**config.mk**
```make
export PLATFORM = sky130hd
export DESIGN_NAME = if_fetch_buffer
export DESIGN_NICKNAME = d
export VERILOG_FILES = /design/src/rtl/if_fetch_buffer.sv
export SDC_FILE = /design/constraint.sdc
export NUM_CORES = 1
export LEC_CHECK = 0
export CAP_MARGIN = 20
export CELL_PAD_IN_SITES_DETAIL_PLACEMENT = 1
export CELL_PAD_IN_SITES_GLOBAL_PLACEMENT = 2
export CORE_MARGIN = 3
export CORE_UTILIZATION = 34
export CTS_CLUSTER_DIAMETER = 200
export CTS_CLUSTER_SIZE = 14
export DETAILED_ROUTE_END_ITERATION = 7
export GPL_TIMING_DRIVEN = 1
export PLACE_DENSITY_LB_ADDON = 0.1
export SYNTH_ARGS = -nofsm -noshare
export SYNTH_HDL_FRONTEND = slang
export SYNTH_SLANG_ARGS = --single-unit
```
**constraint.sdc**
```tcl
create_clock -name clk -period 17.6 [get_ports clk]
set_clock_uncertainty 0.05 [all_clocks]
set_input_delay 5.28 -clock clk [delete_from_list [all_inputs] [get_ports clk]]
set_output_delay 5.28 -clock clk [all_outputs]
set_load 0.005 [all_outputs]
```
**src/rtl/if_fetch_buffer.sv**
```systemverilog
// rtl/if_fetch_buffer.sv - IF-stage fetch unit: imem req/gnt/rvalid sequencer plus PC-tagged instruction FIFO
module if_fetch_buffer #(
    parameter int DEPTH = 2
) (
    input  logic        clk,
    input  logic        rst,
    input  logic [31:0] pc_in,
    input  logic        redirect,
    output logic        pc_adv,
    output logic        imem_req,
    output logic [31:0] imem_addr,
    input  logic        imem_gnt,
    input  logic        imem_rvalid,
    input  logic [31:0] imem_rdata,
    output logic        out_valid,
    input  logic        out_ready,
    output logic [31:0] out_instr,
    output logic [31:0] out_pc
);

    localparam int AW = $clog2(DEPTH);
    localparam int CW = AW + 1;
    localparam logic [CW-1:0] DEPTH_C = CW'(DEPTH);

    typedef enum logic [1:0] {
        IDLE,
        REQ,
        WAIT_RESP,
        DISCARD
    } state_t;

    state_t          state;
    state_t          state_next;
    logic [CW-1:0]   count;
    logic [CW-1:0]   count_next;
    logic [CW-1:0]   outstanding;
    logic [AW-1:0]   rptr;
    logic [AW-1:0]   wptr;
    logic [31:0]     pend_pc;
    logic [31:0]     mem_instr [DEPTH];
    logic [31:0]     mem_pc    [DEPTH];
    logic            push;
    logic            pop;
    logic            credit;

    // A request is only issued when its response is guaranteed a free slot.
    assign outstanding = (state == WAIT_RESP) ? CW'(1) : '0;
    assign credit      = (count + outstanding) < DEPTH_C;

    assign push      = (state == WAIT_RESP) && imem_rvalid && !redirect;
    assign out_valid = (count != '0) && !redirect;
    assign pop       = out_valid && out_ready;

    assign imem_addr = pc_in;
    assign out_instr = mem_instr[rptr];
    assign out_pc    = mem_pc[rptr];

    // Occupancy after this cycle's push/pop, ignoring flush.
    always_comb begin
        count_next = count;
        if (push && !pop) begin
            count_next = count + CW'(1);
        end else if (pop && !push) begin
            count_next = count - CW'(1);
        end
    end

    // Fetch sequencer: next state, memory request and PC-advance pulse.
    always_comb begin
        state_next = state;
        imem_req   = 1'b0;
        pc_adv     = 1'b0;
        case (state)
            IDLE: begin
                if (credit && !redirect) begin
                    state_next = REQ;
                end
            end
            REQ: begin
                imem_req = 1'b1;
                if (imem_gnt) begin
                    if (!redirect) begin
                        pc_adv     = 1'b1;
                        state_next = WAIT_RESP;
                    end else begin
                        state_next = DISCARD;
                    end
                end
            end
            WAIT_RESP: begin
                if (imem_rvalid) begin
                    if (redirect || (count_next < DEPTH_C)) begin
                        state_next = REQ;
                    end else begin
                        state_next = IDLE;
                    end
                end else if (redirect) begin
                    state_next = DISCARD;
                end
            end
            DISCARD: begin
                if (imem_rvalid) begin
                    state_next = REQ;
                end
            end
            default: state_next = IDLE;
        endcase
    end

    // State register and PC of the request currently in flight.
    always_ff @(posedge clk or posedge rst) begin
        if (rst) begin
            state   <= IDLE;
            pend_pc <= '0;
        end else begin
            state <= state_next;
            if (pc_adv) begin
                pend_pc <= pc_in;
            end
        end
    end

    // Fetch buffer storage and pointers; a redirect empties it and wins over push/pop.
    always_ff @(posedge clk or posedge rst) begin
        if (rst) begin
            count <= '0;
            rptr  <= '0;
            wptr  <= '0;
            for (int i = 0; i < DEPTH; i++) begin
                mem_instr[i] <= '0;
                mem_pc[i]    <= '0;
            end
        end else begin
            assert (!(push && (count == DEPTH_C)));
            if (redirect) begin
                count <= '0;
                rptr  <= '0;
                wptr  <= '0;
            end else begin
                if (push) begin
                    mem_instr[wptr] <= imem_rdata;
                    mem_pc[wptr]    <= pend_pc;
                    wptr            <= wptr + AW'(1);
                end
                if (pop) begin
                    rptr <= rptr + AW'(1);
                end
                count <= count_next;
            end
        end
    end

endmodule
```
======== Yosys cells after proc, flatten, opt, wreduce, memory -nomap -nowiden ========
Cells that the tools add are included.
word-level totals
  register bits after elaboration ......... 166
  bits of input ports ..................... 70
  output and inout bits ................... 99
  logic and storage cells ................. 77
operators by class
  add/sub/neg operators ................... 5
  magnitude comparators ................... 5
  equality and inequality tests ........... 7
  multiplexer cells ....................... 30
  bitwise logic cells ..................... 3
  reduce and logical (&&, ||, !) cells .... 18
operator list
  kind                                                        count
  two-way mux 32 bit                                          7
  bitwise mux 64 bit                                          2
  demux 32 bit (select 1 bit)                                 1
  two-way mux 2 bit                                           8
  two-way mux 1 bit                                           11
  logical AND 1 bit                                           8
  case mux 2 bit (4 select lines)                             1
  != test 2 bit, second input constant                        3
  nonzero test 2 bit                                          3
  equality test 2 bit, second input constant                  2
  greater-or-equal comparator 2 bit, second input constant    2
  less-than comparator 2 bit, second input constant           2
  inverter 1 -> 2 bit                                         2
  AND reduction 4 bit                                         1
  zero test 1 bit                                             3
  != test 3 bit, second input constant                        1
  adder 1 bit, second input constant                          2
  adder 2 x 1 -> 2 bit                                        1
  adder 2 x 1 -> 2 bit, second input constant                 1
  equality test 2 x 1 -> 1 bit, second input constant         1
  zero test 2 bit                                             1
  less-than comparator 2 x 1 -> 1 bit, second input constant  1
  AND reduction 2 bit                                         1
  subtractor 2 x 1 -> 2 bit, second input constant            1
  2 further kinds                                             2

======== Logic depth before layout (Yosys ltp) ========
  word-level depth ........................ 12
  gate-level depth with buffers ........... 7
  gate-level depth less buffers ........... 6

======== Worst setup path after synthesis ========
OpenSTA, ideal clock, no wires.
  path kind ............................... input to output
  from .................................... input port redirect
  to ...................................... output port pc_adv
  arrival ................................. 5.926 ns
  path slack .............................. 6.344 ns
  cell stages on the path ................. 5
  path through ............................ buf_4 inv_1 nand3_1 buf_2 inv_1
on the way
  cells in the longest elaborated chain, start to end .. 3
RTL lines
  item               line  text
  from (decl)        8     input logic redirect,
  two-way mux 1 bit  82    if (!redirect) begin
  two-way mux 1 bit  81    if (imem_gnt) begin
  two-way mux 1 bit  73    case (state)
  to (decl)          9     output logic pc_adv,
Every way passes these cells.

======== Worst setup path after layout ========
Same ends and word-level chain as after synthesis.

==> results.toml <==
[outcome]
run_status = "complete, no violations"

[yosys]
syn-mean-instance-area_sq_um = 15.2
synth.yosys.warnings = 0
synth_top_flop_cell = "sky130_fd_sc_hd__dfrtp_1"
yosys.cell_types.count = 28
post_synth_instance_area_sq_um = 7470
synth_instances = 492
mappedNetlistNets = 567
synth_top_cells_by_count = "sky130_fd_sc_hd__mux2_2, sky130_fd_sc_hd__dfrtp_1, sky130_fd_sc_hd__buf_4, sky130_fd_sc_hd__mux2_1, sky130_fd_sc_hd__buf_6"
synthTopCellsByArea = "sky130_fd_sc_hd__dfrtp_1, sky130_fd_sc_hd__mux2_2, sky130_fd_sc_hd__mux2_1"
synth_edf_count = 0
sequential_fraction_of_the_synthesis_area_pct = 55.6
asyncSetResetFlopFracSynth_pct = 100
synth.ff_latch_count = 166
yosysTopAreaCellShare_pct = 55.6
synth.most_common_cell = "sky130_fd_sc_hd__mux2_2"
cell_type_contributing_the_most_total_cell_area_after_synthesis = "sky130_fd_sc_hd__dfrtp_1"

[global_route]
grt_pass1_wl_um = 26600
via_count_of_the_first_global_routing_pass = 5050
antenna_found_initial = 1
globalRouteOverflowTotal = 0
largest_net_degree_at_the_start_of_global_routing = 100
grt_util_all_layers_pct = 14.2

[clocking]
ctsResizeCount = 0
clock_pin_slew_reported_for_the_worst_setup_and_hold_paths_after_clock_tree_synthesis_ns = 0.07
clock_tree.buffer_depth = 2
cts_sinks = 166
htree_levels = 4
cts.repair_timing.setup_buffer_count = 0
cts_root_buf = "sky130_fd_sc_hd__clkbuf_16"
ctsHoldBuffers = 0
clock_network_latency_to_the_later_pin_of_the_worst_skew_pair_ns = 0.42
cts_made_buffers = 17
cts_tree = "done"

[timing]
fin_tns_setup_ns = 0
worstMarginPinSlew_ns = 1.01
fin_ws_ns = 5.07
timing.final.max_slew_violations = 0
worst_slew_margin_rel_pct = 33.0
final-hold-violation-count = 0
min_period_over_period_pct = 71.2
finalSetupViolations = 0
fmaxAchievable_ghz = 0.0798
rsz0062_at_grt = "no"
post-route-min-period_ns = 12.53

[placed_design]
placed_cell_area_sq_um = 9100
preCtsSetupSlack_ns = 5.03
dp_hpwl_um = 10800
place.gp.congestion = 0.696
numPlacedInstances = 882
io_buffers = 168

[routing]
ant_nets = 0
drt-wirelength-per-cell_um = 18.4
drc_violations = 0
first_pass_iters = 4
drt_wl_total_um = 16800
dr_total_vias = 4351
route.detailed.vias_per_inst = 4.76
drt_iter0_markers = 100

[setup_path]
timing.critical_path.required_ns = 12.27
critPathCaptureType = "output port"
worst_r2r_path_depth = 6
regToRegSetupSlack_ns = 15.02
path_class = "primary input to output port"
timing.rr.start = "state[0]"
worstSetupStartpointType = "primary input"
critPathCapture = "pc_adv"
reg2reg_to = "mem_instr[33]"
worstPathArrival_ns = 7.20
critPathMaxFanout = 33
worst_setup_path_startpoint = "redirect"

[min_path]
worstHoldPathType = "flip-flop to flip-flop"
min_path_cells = 1

[cells_and_area]
finish.net_count = 701
syn2layout_area_growth_pct = 30.1
diodes = 0
finish.cell_count_without_fillers = 914
post_route_cells_drive_above_1_share_pct = 38.0
final_cell_area_sq_um = 9720
layout.filler_cells = 2109

[flow_run]
cap_viol_max_count = 0

[pwr]
ir_drop_mv = 0.0651
power_density_nw_per_um2 = 155
total_power_mw = 1.51
leakage_dissipation_nw = 4.35

[floorplan]
die_width_um = 154
design.die.area_sq_um = 23800
chip_height_um = 154
core_area_sq_um = 21300
row_count = 53
start_util_pct = 35.1
ios = 169
[final cells by class]
type | instances | area, sq um | share of cell area (%)
clock buffers | 19 | 453 | 4.66
clock inverters | 13 | 169 | 1.74
inverters | 8 | 35.0 | 0.360
multi-input cells | 261 | 2850 | 29.3
flip-flops and latches | 166 | 4160 | 42.8
well taps | 275 | 344 | 3.54
repair buffers | 172 | 1710 | 17.6
[report_power, final]
part           total, mW  internal, mW  switching, mW
Sequential         0.613         0.517         0.0960
Clock              0.391         0.233          0.159
Combinational      0.507         0.346          0.161
Total               1.51          1.10          0.415
[kinds of logic (layout without fill, tap and decap cells)]
family	after synthesis	after routing	share of synthesized area (%)
multiplexers	227	227	34.4
flip-flops	166	166	55.6
buffers and inverters	65	212	6.31
AND/OR/NAND/NOR	14	14	1.44
AO/OA/AOI/OAI	10	10	0.821
adder cells (fa/ha/maj)	6	6	0.988
XOR/XNOR	4	4	0.469
[layer usage]
metal  part of all wire [%]  GRT usage, %  vias up  wire length (um)
li1                       -             -     1958                 -
met1                     42          16.8     2277              7100
met2                     51          25.1       99              8650
met3                    5.1          4.09       15               855
met5                  0.077             0        -                13
met4                    1.1          3.91        2               178
[worst max-delay path: stages]
cell	delay, ns
sky130_fd_sc_hd__clkdlybuf4s50_1	0.73
sky130_fd_sc_hd__inv_1	0.12
sky130_fd_sc_hd__nand3_2	0.08
sky130_fd_sc_hd__buf_4	0.43
sky130_fd_sc_hd__inv_1	0.08
sky130_fd_sc_hd__clkdlybuf4s50_1	0.46
[flip-flops by register name (all words and copies together), names as in the netlist]
signal     cells
wptr           1
state          2
mem_instr     64
mem_pc        64
count          2
rptr           1
pend_pc       32
[worst min path at each step]
stage	startpoint	end	slack [ns]
4_1_cts	mem_instr[48]	mem_instr[48]	0.44
3_5_place_dp	mem_instr[39]	mem_instr[39]	0.42
6_report	mem_instr[47]	mem_instr[47]	0.43
5_1_grt	mem_instr[48]	mem_instr[48]	0.46
2_1_floorplan	mem_instr[36]	mem_instr[36]	0.40
3_3_place_gp	mem_instr[37]	mem_instr[37]	0.41
[cells in the final DEF (no fill, tap or decap), types with 2 or more instances in the layout]
| master | count |
|---|---|
| sky130_fd_sc_hd__ha_1 | 5 |
| sky130_fd_sc_hd__buf_4 | 4 |
| sky130_fd_sc_hd__inv_6 | 5 |
| sky130_fd_sc_hd__mux2_1 | 25 |
| sky130_fd_sc_hd__nor2b_1 | 2 |
| sky130_fd_sc_hd__mux2_4 | 4 |
| sky130_fd_sc_hd__mux2i_1 | 3 |
| sky130_fd_sc_hd__bufinv_16 | 3 |
| sky130_fd_sc_hd__a21oi_1 | 4 |
| sky130_fd_sc_hd__nor2_1 | 4 |
| sky130_fd_sc_hd__mux2_2 | 195 |
| sky130_fd_sc_hd__xnor2_1 | 2 |
| sky130_fd_sc_hd__clkbuf_8 | 2 |
| sky130_fd_sc_hd__xor2_1 | 2 |
| sky130_fd_sc_hd__o21ai_0 | 3 |
| sky130_fd_sc_hd__inv_1 | 7 |
| sky130_fd_sc_hd__dfrtp_1 | 165 |
| sky130_fd_sc_hd__clkdlybuf4s50_1 | 168 |
| sky130_fd_sc_hd__clkinvlp_4 | 4 |
| sky130_fd_sc_hd__clkbuf_16 | 17 |
[metrics by stage]
step / hold WS, ns / utilization (%)
6_report: 0.435 / 45.7
5_1_grt: 0.456 / 45.7
4_1_cts: 0.440 / 45.7
3_5_place_dp: 0.422 / 42.7
3_3_place_gp: 0.413 / 42.7
2_1_floorplan: 0.404 / -
(Power assumes the default switching activity.)
